$ cat config.mk
export PLATFORM = sky130hd
export DESIGN_NAME = sccb_slave
export DESIGN_NICKNAME = d
export VERILOG_FILES = /design/src/rtl/sccb_slave.sv
export SDC_FILE = /design/constraint.sdc
export NUM_CORES = 2
export LEC_CHECK = 0
export BUFFER_PORTS_ARGS = -buffer_cell sky130_fd_sc_hd__buf_4
export CELL_PAD_IN_SITES_DETAIL_PLACEMENT = 2
export CELL_PAD_IN_SITES_GLOBAL_PLACEMENT = 2
export CORE_MARGIN = 8
export CORE_UTILIZATION = 45
export CTS_CLUSTER_SIZE = 25
export DETAILED_ROUTE_END_ITERATION = 12
export GPL_TIMING_DRIVEN = 0
export PLACE_DENSITY_LB_ADDON = 0.1
export SYNTH_ARGS = -nofsm -noshare
export SYNTH_HDL_FRONTEND = slang
export SYNTH_SLANG_ARGS = --single-unit
$ cat constraint.sdc
create_clock -name clk -period 5 [get_ports clk]
set_input_delay 0.25 -clock clk [delete_from_list [all_inputs] [get_ports clk]]
set_output_delay 0.25 -clock clk [all_outputs]
set_load 0.05 [all_outputs]
$ cat src/rtl/sccb_slave.sv
// sccb_slave: SCCB/I2C responder standing in for the OV5640 end of the camera config bus.
// Define SCCB_AUTO_INC_EN to auto-increment the register pointer across write and read bursts.
module sccb_slave #(
    parameter logic [6:0]  DEV_ADDR = 7'h3C,
    parameter int          ADDR_W   = 8,
    parameter logic [15:0] CHIP_ID  = 16'h5640
) (
    input  logic        clk,
    input  logic        rst,
    input  logic        scl_in,
    input  logic        sda_in,
    output logic        sda_out_en,
    output logic        wr_vld,
    output logic [15:0] wr_addr,
    output logic [7:0]  wr_data,
    output logic        busy
);

`ifdef SCCB_AUTO_INC_EN
    localparam bit AUTO_INC = 1'b1;
`else
    localparam bit AUTO_INC = 1'b0;
`endif

    localparam logic [3:0] S_IDLE      = 4'd0;
    localparam logic [3:0] S_DEV       = 4'd1;
    localparam logic [3:0] S_ACK_DEV   = 4'd2;
    localparam logic [3:0] S_ADDR_H    = 4'd3;
    localparam logic [3:0] S_ACK_AH    = 4'd4;
    localparam logic [3:0] S_ADDR_L    = 4'd5;
    localparam logic [3:0] S_ACK_AL    = 4'd6;
    localparam logic [3:0] S_WR_DATA   = 4'd7;
    localparam logic [3:0] S_ACK_WR    = 4'd8;
    localparam logic [3:0] S_RD_DATA   = 4'd9;
    localparam logic [3:0] S_RD_ACK    = 4'd10;
    localparam logic [3:0] S_WAIT_STOP = 4'd11;

    localparam logic [15:0] ID_HI_ADDR = 16'h300A;
    localparam logic [15:0] ID_LO_ADDR = 16'h300B;

    logic [7:0]  mem [2**ADDR_W];

    // [0],[1] synchronizer stages, [2] edge-detect history
    logic [2:0]  scl_q, scl_d, sda_q, sda_d;
    logic [3:0]  state_q, state_d;
    logic [3:0]  cnt_q, cnt_d;
    logic [7:0]  shift_q, shift_d;
    logic [7:0]  addr_hi_q, addr_hi_d;
    logic [15:0] ptr_q, ptr_d;
    logic        rw_q, rw_d;
    logic        first_q, first_d;
    logic        mack_q, mack_d;
    logic        drive_q, drive_d;
    logic        busy_q, busy_d;
    logic        wr_vld_q, wr_vld_d;
    logic [15:0] wr_addr_q, wr_addr_d;
    logic [7:0]  wr_data_q, wr_data_d;
    logic        mem_we;

    logic        scl_rise, scl_fall, start_det, stop_det;
    logic [7:0]  byte_in;
    logic [15:0] ptr_inc;
    logic        is_id, accept, cur_bit, nxt_msb;

    function automatic logic [7:0] read_byte(input logic [15:0] p);
        if (p == ID_HI_ADDR)      return CHIP_ID[15:8];
        else if (p == ID_LO_ADDR) return CHIP_ID[7:0];
        else                      return mem[p[ADDR_W-1:0]];
    endfunction

    function automatic logic read_bit(input logic [15:0] p, input logic [2:0] idx);
        logic [7:0] b;
        b = read_byte(p);
        return b[idx];
    endfunction

    assign scl_rise  =  scl_q[1] & ~scl_q[2];
    assign scl_fall  = ~scl_q[1] &  scl_q[2];
    assign start_det =  scl_q[1] &  scl_q[2] &  sda_q[2] & ~sda_q[1];
    assign stop_det  =  scl_q[1] &  scl_q[2] & ~sda_q[2] &  sda_q[1];
    assign byte_in   = {shift_q[6:0], sda_q[1]};
    assign ptr_inc   = AUTO_INC ? ptr_q + 16'd1 : ptr_q;
    assign is_id     = (ptr_q == ID_HI_ADDR) || (ptr_q == ID_LO_ADDR);
    assign accept    = AUTO_INC || !first_q;
    assign cur_bit   = read_bit(ptr_q, 3'd7 - cnt_q[2:0]);
    assign nxt_msb   = read_bit(ptr_inc, 3'd7);

    always_comb begin
        scl_d     = {scl_q[1:0], scl_in};
        sda_d     = {sda_q[1:0], sda_in};
        state_d   = state_q;
        cnt_d     = cnt_q;
        shift_d   = shift_q;
        addr_hi_d = addr_hi_q;
        ptr_d     = ptr_q;
        rw_d      = rw_q;
        first_d   = first_q;
        mack_d    = mack_q;
        drive_d   = drive_q;
        busy_d    = busy_q;
        wr_vld_d  = 1'b0;
        wr_addr_d = wr_addr_q;
        wr_data_d = wr_data_q;
        mem_we    = 1'b0;
        if (start_det) begin
            state_d = S_DEV;
            cnt_d   = '0;
            drive_d = 1'b0;
            busy_d  = 1'b1;
            first_d = 1'b0;
        end else if (stop_det) begin
            state_d = S_IDLE;
            cnt_d   = '0;
            drive_d = 1'b0;
            busy_d  = 1'b0;
        end else begin
            case (state_q)
                S_DEV, S_ADDR_H, S_ADDR_L, S_WR_DATA: begin
                    if (scl_rise && cnt_q != 4'd8) begin
                        shift_d = byte_in;
                        cnt_d   = cnt_q + 4'd1;
                        if (cnt_q == 4'd7) begin
                            case (state_q)
                                S_ADDR_H: addr_hi_d = byte_in;
                                S_ADDR_L: ptr_d = {addr_hi_q, byte_in};
                                S_WR_DATA: begin
                                    if (accept) begin
                                        wr_vld_d  = 1'b1;
                                        wr_addr_d = ptr_q;
                                        wr_data_d = byte_in;
                                        mem_we    = !is_id;
                                    end
                                end
                                default: ;
                            endcase
                        end
                    end else if (scl_fall && cnt_q == 4'd8) begin
                        // ACK goes out on the fall that ends the 8th data bit
                        cnt_d   = '0;
                        drive_d = 1'b1;
                        case (state_q)
                            S_DEV: begin
                                if (shift_q[7:1] == DEV_ADDR) begin
                                    state_d = S_ACK_DEV;
                                    rw_d    = shift_q[0];
                                end else begin
                                    state_d = S_IDLE;
                                    drive_d = 1'b0;
                                end
                            end
                            S_ADDR_H: state_d = S_ACK_AH;
                            S_ADDR_L: state_d = S_ACK_AL;
                            default: begin
                                if (accept) begin
                                    state_d = S_ACK_WR;
                                end else begin
                                    state_d = S_WAIT_STOP;
                                    drive_d = 1'b0;
                                end
                            end
                        endcase
                    end
                end
                S_ACK_DEV, S_ACK_AH, S_ACK_AL, S_ACK_WR: begin
                    if (scl_fall) begin
                        drive_d = 1'b0;
                        case (state_q)
                            S_ACK_DEV: begin
                                if (rw_q) begin
                                    state_d = S_RD_DATA;
                                    drive_d = ~cur_bit;
                                end else begin
                                    state_d = S_ADDR_H;
                                end
                            end
                            S_ACK_AH: state_d = S_ADDR_L;
                            S_ACK_AL: state_d = S_WR_DATA;
                            default: begin
                                state_d = S_WR_DATA;
                                ptr_d   = ptr_inc;
                                if (!AUTO_INC) first_d = 1'b1;
                            end
                        endcase
                    end
                end
                S_RD_DATA: begin
                    if (scl_rise && cnt_q != 4'd8) begin
                        cnt_d = cnt_q + 4'd1;
                    end else if (scl_fall && cnt_q != 4'd0) begin
                        if (cnt_q == 4'd8) begin
                            state_d = S_RD_ACK;
                            cnt_d   = '0;
                            drive_d = 1'b0;
                        end else begin
                            drive_d = ~cur_bit;
                        end
                    end
                end
                S_RD_ACK: begin
                    if (scl_rise) begin
                        mack_d = sda_q[1];
                        cnt_d  = 4'd1;
                    end else if (scl_fall && cnt_q == 4'd1) begin
                        cnt_d = '0;
                        if (!mack_q) begin
                            state_d = S_RD_DATA;
                            ptr_d   = ptr_inc;
                            drive_d = ~nxt_msb;
                        end else begin
                            state_d = S_WAIT_STOP;
                            drive_d = 1'b0;
                        end
                    end
                end
                default: ;
            endcase
        end
    end

    always_ff @(posedge clk) begin
        if (rst) begin
            scl_q     <= '1;
            sda_q     <= '1;
            state_q   <= S_IDLE;
            cnt_q     <= '0;
            shift_q   <= '0;
            addr_hi_q <= '0;
            ptr_q     <= '0;
            rw_q      <= 1'b0;
            first_q   <= 1'b0;
            mack_q    <= 1'b0;
            drive_q   <= 1'b0;
            busy_q    <= 1'b0;
            wr_vld_q  <= 1'b0;
            wr_addr_q <= '0;
            wr_data_q <= '0;
        end else begin
            scl_q     <= scl_d;
            sda_q     <= sda_d;
            state_q   <= state_d;
            cnt_q     <= cnt_d;
            shift_q   <= shift_d;
            addr_hi_q <= addr_hi_d;
            ptr_q     <= ptr_d;
            rw_q      <= rw_d;
            first_q   <= first_d;
            mack_q    <= mack_d;
            drive_q   <= drive_d;
            busy_q    <= busy_d;
            wr_vld_q  <= wr_vld_d;
            wr_addr_q <= wr_addr_d;
            wr_data_q <= wr_data_d;
        end
    end

    always_ff @(posedge clk) begin
        if (mem_we) mem[ptr_q[ADDR_W-1:0]] <= byte_in;
    end

    // an illegal START while driving must free the line immediately
    assign sda_out_en = drive_q & ~start_det;
    assign wr_vld     = wr_vld_q;
    assign wr_addr    = wr_addr_q;
    assign wr_data    = wr_data_q;
    assign busy       = busy_q;

endmodule
Word level (Yosys, flattened, before mapping)
Memory sizes are Yosys's and may differ from the RTL's. A register that Yosys moved wholly into a read port is not among the register bits.
Cells that the tools add are included.
{"block": "totals", "regBits": 76, "latch_bits": 0, "ram_bits": 2048, "mem_bits_ro": 0, "input_bits": 4, "out_inout_bits": 27, "wordCells": 165, "mem_count": 1}
{"block": "op_classes", "add_sub_neg": 2, "mul": 0, "n_div": 0, "order_cmp": 1, "eq_ne": 37, "shifts": 0, "n_mux": 57, "bitwise_logic": 22, "reduce_logical": 29}
{"memory": "mem", "words": 256, "word_bits": 8, "rd": 1, "rd_clocked_by_memory_dff": 1, "write_ports": 1, "line": "41", "rtl": "logic [7:0] mem [2**ADDR_W];"}
{"op": "4-bit 2-to-1 mux", "count": 16}
{"op": "4-bit != test (second input constant)", "count": 9}
{"op": "16-bit by 14-bit equality test with 1-bit output (second input constant)", "count": 2}
{"op": "8-bit 2-to-1 mux", "count": 4}
{"op": "1-bit 2-to-1 mux", "count": 27}
{"op": "4-bit case mux with 3 select lines", "count": 2}
{"op": "4-bit by 3-bit equality test with 1-bit output (second input constant)", "count": 5}
{"op": "9-bit AND reduction", "count": 2}
{"op": "4-bit equality test (second input constant)", "count": 4}
{"op": "2-bit != test (second input constant)", "count": 8}
{"op": "4-bit case mux with 4 select lines", "count": 1}
{"op": "1-bit inverter", "count": 14}
{"op": "7-bit AND reduction", "count": 2}
{"op": "3-bit != test (second input constant)", "count": 4}
{"op": "4-bit AND reduction", "count": 3}
{"op": "6-bit AND reduction", "count": 2}
{"op": "1-bit bitwise AND", "count": 8}
{"op": "4-bit by 1-bit equality test with 1-bit output (second input constant)", "count": 2}
{"op": "4-bit by 2-bit equality test with 1-bit output (second input constant)", "count": 2}
{"op": "4-bit case mux with 2 select lines", "count": 1}
{"op": "8-bit AND reduction", "count": 1}
{"op": "4-bit nonzero test", "count": 2}
{"op": "4-bit OR reduction", "count": 2}
{"op": "7-bit by 6-bit equality test with 1-bit output (second input constant)", "count": 1}
{"op": "other kinds (17)", "count": 24}

Depth between registers and ports, before layout
{"block": "logic_depth", "word_depth": 12, "ltp_mapped": 15, "ltp_nobuf": 10}

Least setup slack after synthesis
OpenSTA, ideal clock, no wires.
{"block": "synth_path", "path_type": "flip-flop to flip-flop", "start": "register sda_q[1]", "end": "memory mem[240][0] (enable)", "setup_ns": 0.285, "t_arrival_ns": 4.915, "required_time_ns": 4.715, "setup_slack_ns": -0.200, "stages_incl_launch_ff": 6, "path_buffers": 1, "period_less_slack_ns": 5.200, "cell_sequence": "dfxtp_1 a2111oi_2 and3_1 nand3_1 clkbuf_1 nor2_1"}
{"block": "synth_via", "elab_chain_cells": 5, "elab_cells_between_ends": 7, "cone_classes": "mux (4); bitwise (3)"}
{"item": "start, declared", "line": "44", "rtl": "logic [2:0] scl_q, scl_d, sda_q, sda_d;"}
{"item": "start signal, assigned", "line": "223", "rtl": "sda_q <= '1;"}
{"item": "start signal, assigned", "line": "239", "rtl": "sda_q <= sda_d;"}
{"item": "1-bit bitwise AND or 1-bit inverter (tied branches)", "line": "80, 79"}
{"item": "1-bit 2-to-1 mux or 1-bit bitwise AND (tied branches)", "line": "111, 79"}
{"item": "1-bit 2-to-1 mux (*)", "line": "105", "rtl": "if (start_det) begin"}
{"item": "1-bit 2-to-1 mux (*)", "line": "257", "rtl": "if (mem_we) mem[ptr_q[ADDR_W-1:0]] <= byte_in;"}
{"item": "1-bit 2-to-1 mux (not written as such) (*)", "line": "257"}
{"item": "end, declared", "line": "41"}
Mark *: on every way between the ends. The rest lies on a longest branch, timed or not.

==> results.yml <==
worst_setup_path:
  reg2reg_depth: 8
  end_kind: "flip-flop"
  critPathLaunchType: "flip-flop"
  cpPeakStageDelay_ps: 1120
  critPathMaxFanout: 10
  cp.arrival_ps: 6290
  cp.required_ps: 5710
  worstPathCellList: "clkbuf_1 > inv_1 > clkbuf_1 > a2111oi_1 > o211ai_1 > o211a_1 > o211ai_1 > a221oi_4"
  critical_path_class: "flip-flop to flip-flop"
  slowest_stage: "clkbuf_1"
timing:
  tightest_slew_ps: 1664
  slew_viol_final: 57
  relSlewSlack: -0.1135
  rsz0062_at_grt: "yes"
  fin_crit_ps: 5577
  finalHoldViolations: 0
  setup_slack_ps: -576.9
  fmax_mhz: 179.3
  skew_ps: 52.94
  tns_ps: -901.9
  finalSetupViolations: 19
  fin_crit_sh: 1.115
run_status:
  violations: "capacitance limit, slew limit, setup timing"
  status: "finished, violations left"
synth:
  synth_top_area_share: 0.7366
  synthTopCellsByArea: "edfxtp_1 74%, mux4_2 13%, mux2i_1 2.6%, dfxtp_1 2.0%, nor2_1 1.5%"
  synth-async-reset-ratio: 0
  ys_seq_elements: 2132
  synthCells: 4211
  ys_types: 77
  yosysTopAreaCell: "edfxtp_1"
  ys_warn_count: 0
  ys_seq_area_frac: 0.7568
  syn_avg_cell_area_um2: 19.83
  synth-edff-count: 2048
  syn-cell-area_um2: 83490
  ys.flop_type: "edfxtp_1"
  syn-num-nets: 4218
drt:
  drtIter0Drc: 9667
  ant_nets: 0
  route.vias.total: 51520
  post_drt_via_cell_ratio: 7.157
  routedWlPerCell_um: 53.75
  dr.pass1.iters: 7
  remaining_drc_errors: 0
  finalWirelength_um: 386900
clock_tree:
  root_buffer: "clkbuf_16"
  numCtsBuffers: 219
  cts-htree-levels: 4
  clkLatencyLatePin_ps: 930
  cts_buffer_depth: 3
  clock-sinks: 2132
  cts_tree: "built"
  clkSlewWorstSetupHoldPaths_ps: 70
layout:
  post-route-util: 0.5188
  fill_cells: 16000
  mostFrequentLayoutCells: "2048 x edfxtp_1, 468 x mux4_2, 258 x nor2_1, 223 x clkbuf_16, 213 x mux2i_1"
  seq_area_um2: 63210
  areaGrowthSynthToFinish_pct: 14.85
  layout.nets: 4516
  drive_gt1_frac: 0.2605
  fin_area_um2: 95890
  multi_input_area_um2: 19310
  layout_commonest_cell: "edfxtp_1"
grt:
  grt-ovfl-total: 0
  use_met3: 0.1279
  grt.busiest_layer: "met2"
  antenna_found_initial: 43
  grtUsageTotal: 0.3821
  grt_max_degree: 93
  use_met2: 0.5593
  grt_pass1_wl_um: 501100
  met1_usage: 0.4817
  first_global_vias: 51010
die:
  die_w_um: 446.7
  num_rows: 158
  die-height_um: 446.7
  floorplan.initialDensity: 0.4517
  die_area_um2: 199600
  io_pins: 31
  core_um2: 184800
power:
  p_leak_nw: 29.31
  powerDensity_nw_per_um2: 379.0
  vdd_drop_max_mv: 0.3418
run:
  cap_violations: 8
place:
  placed_cell_area_um2: 87910
  dp_hpwl_um: 250200
  dp_slack_ps: -2244
  port_buffers: 29
  gp_congestion: 0.9896
hold_path:
  hold_depth: 3
  hold_class: "primary input to flip-flop"
## critical path, delay by kind of cell, from the launching register on
kind	cells	cell delay, ps
buffers and inverters	3	2900
flip-flops	1	490
AO/OA/AOI/OAI	5	1980
## cell families after synthesis
logic type | synth area share
AND/OR/NAND/NOR | 0.03667
XOR/XNOR | 0.0001049
AO/OA/AOI/OAI | 0.03224
buffers and inverters | 0.01794
flip-flops | 0.7568
multiplexers | 0.1558
adder cells (fa/ha/maj) | 0.0004496
## flip-flops by register name (all words and copies together) (netlist names), named ones only
name / flops
wr_vld: 1
scl_q: 3
state_q: 4
cnt_q: 4
mack_q: 1
ptr_inc: 16
wr_data: 8
sda_q: 3
drive_q: 1
busy: 1
first_q: 1
addr_hi_q: 8
wr_addr: 16
shift_q: 8
rw_q: 1
mem: 2048
## final timing paths
| check | start | end | slack [ps] |
|---|---|---|---|
| max | flip-flop | drive_q$_SDFFE_PP0P_ | -580 |
| min | scl_in | scl_q[0]$_SDFF_PP1_ | 90 |
| max reg2reg | flip-flop | drive_q$_SDFFE_PP0P_ | -580 |
| min reg2reg | scl_q[0]$_SDFF_PP1_ | scl_q[1]$_SDFF_PP1_ | 410 |
## cells in the mapped netlist (all sizes together) (4+ instances only)
master	n
nor4	4
nand2	186
a22oi	22
and2	16
o21bai	5
clkbuf	112
mux2	26
a2111oi	14
o211ai	15
nand3	52
nand4	11
a31oi	11
a41oi	4
a21o	4
edfxtp	2048
o221ai	50
o311ai	4
or2	13
nand2b	15
o31ai	5
buf	143
dfxtp	84
or3	4
o21ai	33
nor2b	23
or4	7
a22o	4
a311oi	4
nor3	22
nor2	342
a21oi	91
mux4	469
a211o	4
and3	6
inv	17
mux2i	215
a221oi	16
a211oi	15
o22ai	49
## repair_timing
item                                   4_1_cts  5_1_grt
hold buffers                                 3        0
setup endpoints to repair                 1363      855
pin swaps                                    0        1
setup buffers                                1        0
gates resized for setup                    201       65
gates cloned                                 0        0
endpoints found under the hold margin        9        0
## final cells by class
| type | instances | share of cell area |
|---|---|---|
| buffer | 255 | 0.01919 |
| timing repair buffer | 77 | 0.01277 |
| clock inverter | 138 | 0.01305 |
| inverter | 17 | 0.0007307 |
| multi-input combinational | 1807 | 0.2014 |
| clock buffer | 268 | 0.06058 |
| tap | 2480 | 0.03236 |
| sequential | 2132 | 0.6592 |
| antenna | 25 | 0.0006524 |
## report_power, final
part           leakage, nW  internal, W  switching, W
Combinational         6.33    0.0000719      0.000204
Clock                 3.46      0.00911       0.00764
Sequential            19.5       0.0193     0.0000206
Total                 29.3       0.0285       0.00787
## through the flow
stage | std cells | power [W] | hold WS (ps)
finish | 7199 | 0.03634 | 93.55
global route | 7177 | 0.03678 | 97.09
CTS | 7174 | 0.03624 | 41.70
floorplan | 4211 | 0.01986 | 353.8
global placement | 6720 | 0.01997 | 393.0
detailed placement | 6764 | 0.01997 | 398.5
## metal layers
layer / part of all wire / wire length, um / up-vias
met3: 0.13 / 50130 / 1271
met5: 0.00034 / 131 / -
li1: - / - / 17950
met4: 0.088 / 33870 / 17
met1: 0.35 / 134800 / 27670
met2: 0.43 / 168000 / 4621
No activity file was read; power rests on OpenSTA's default activity.
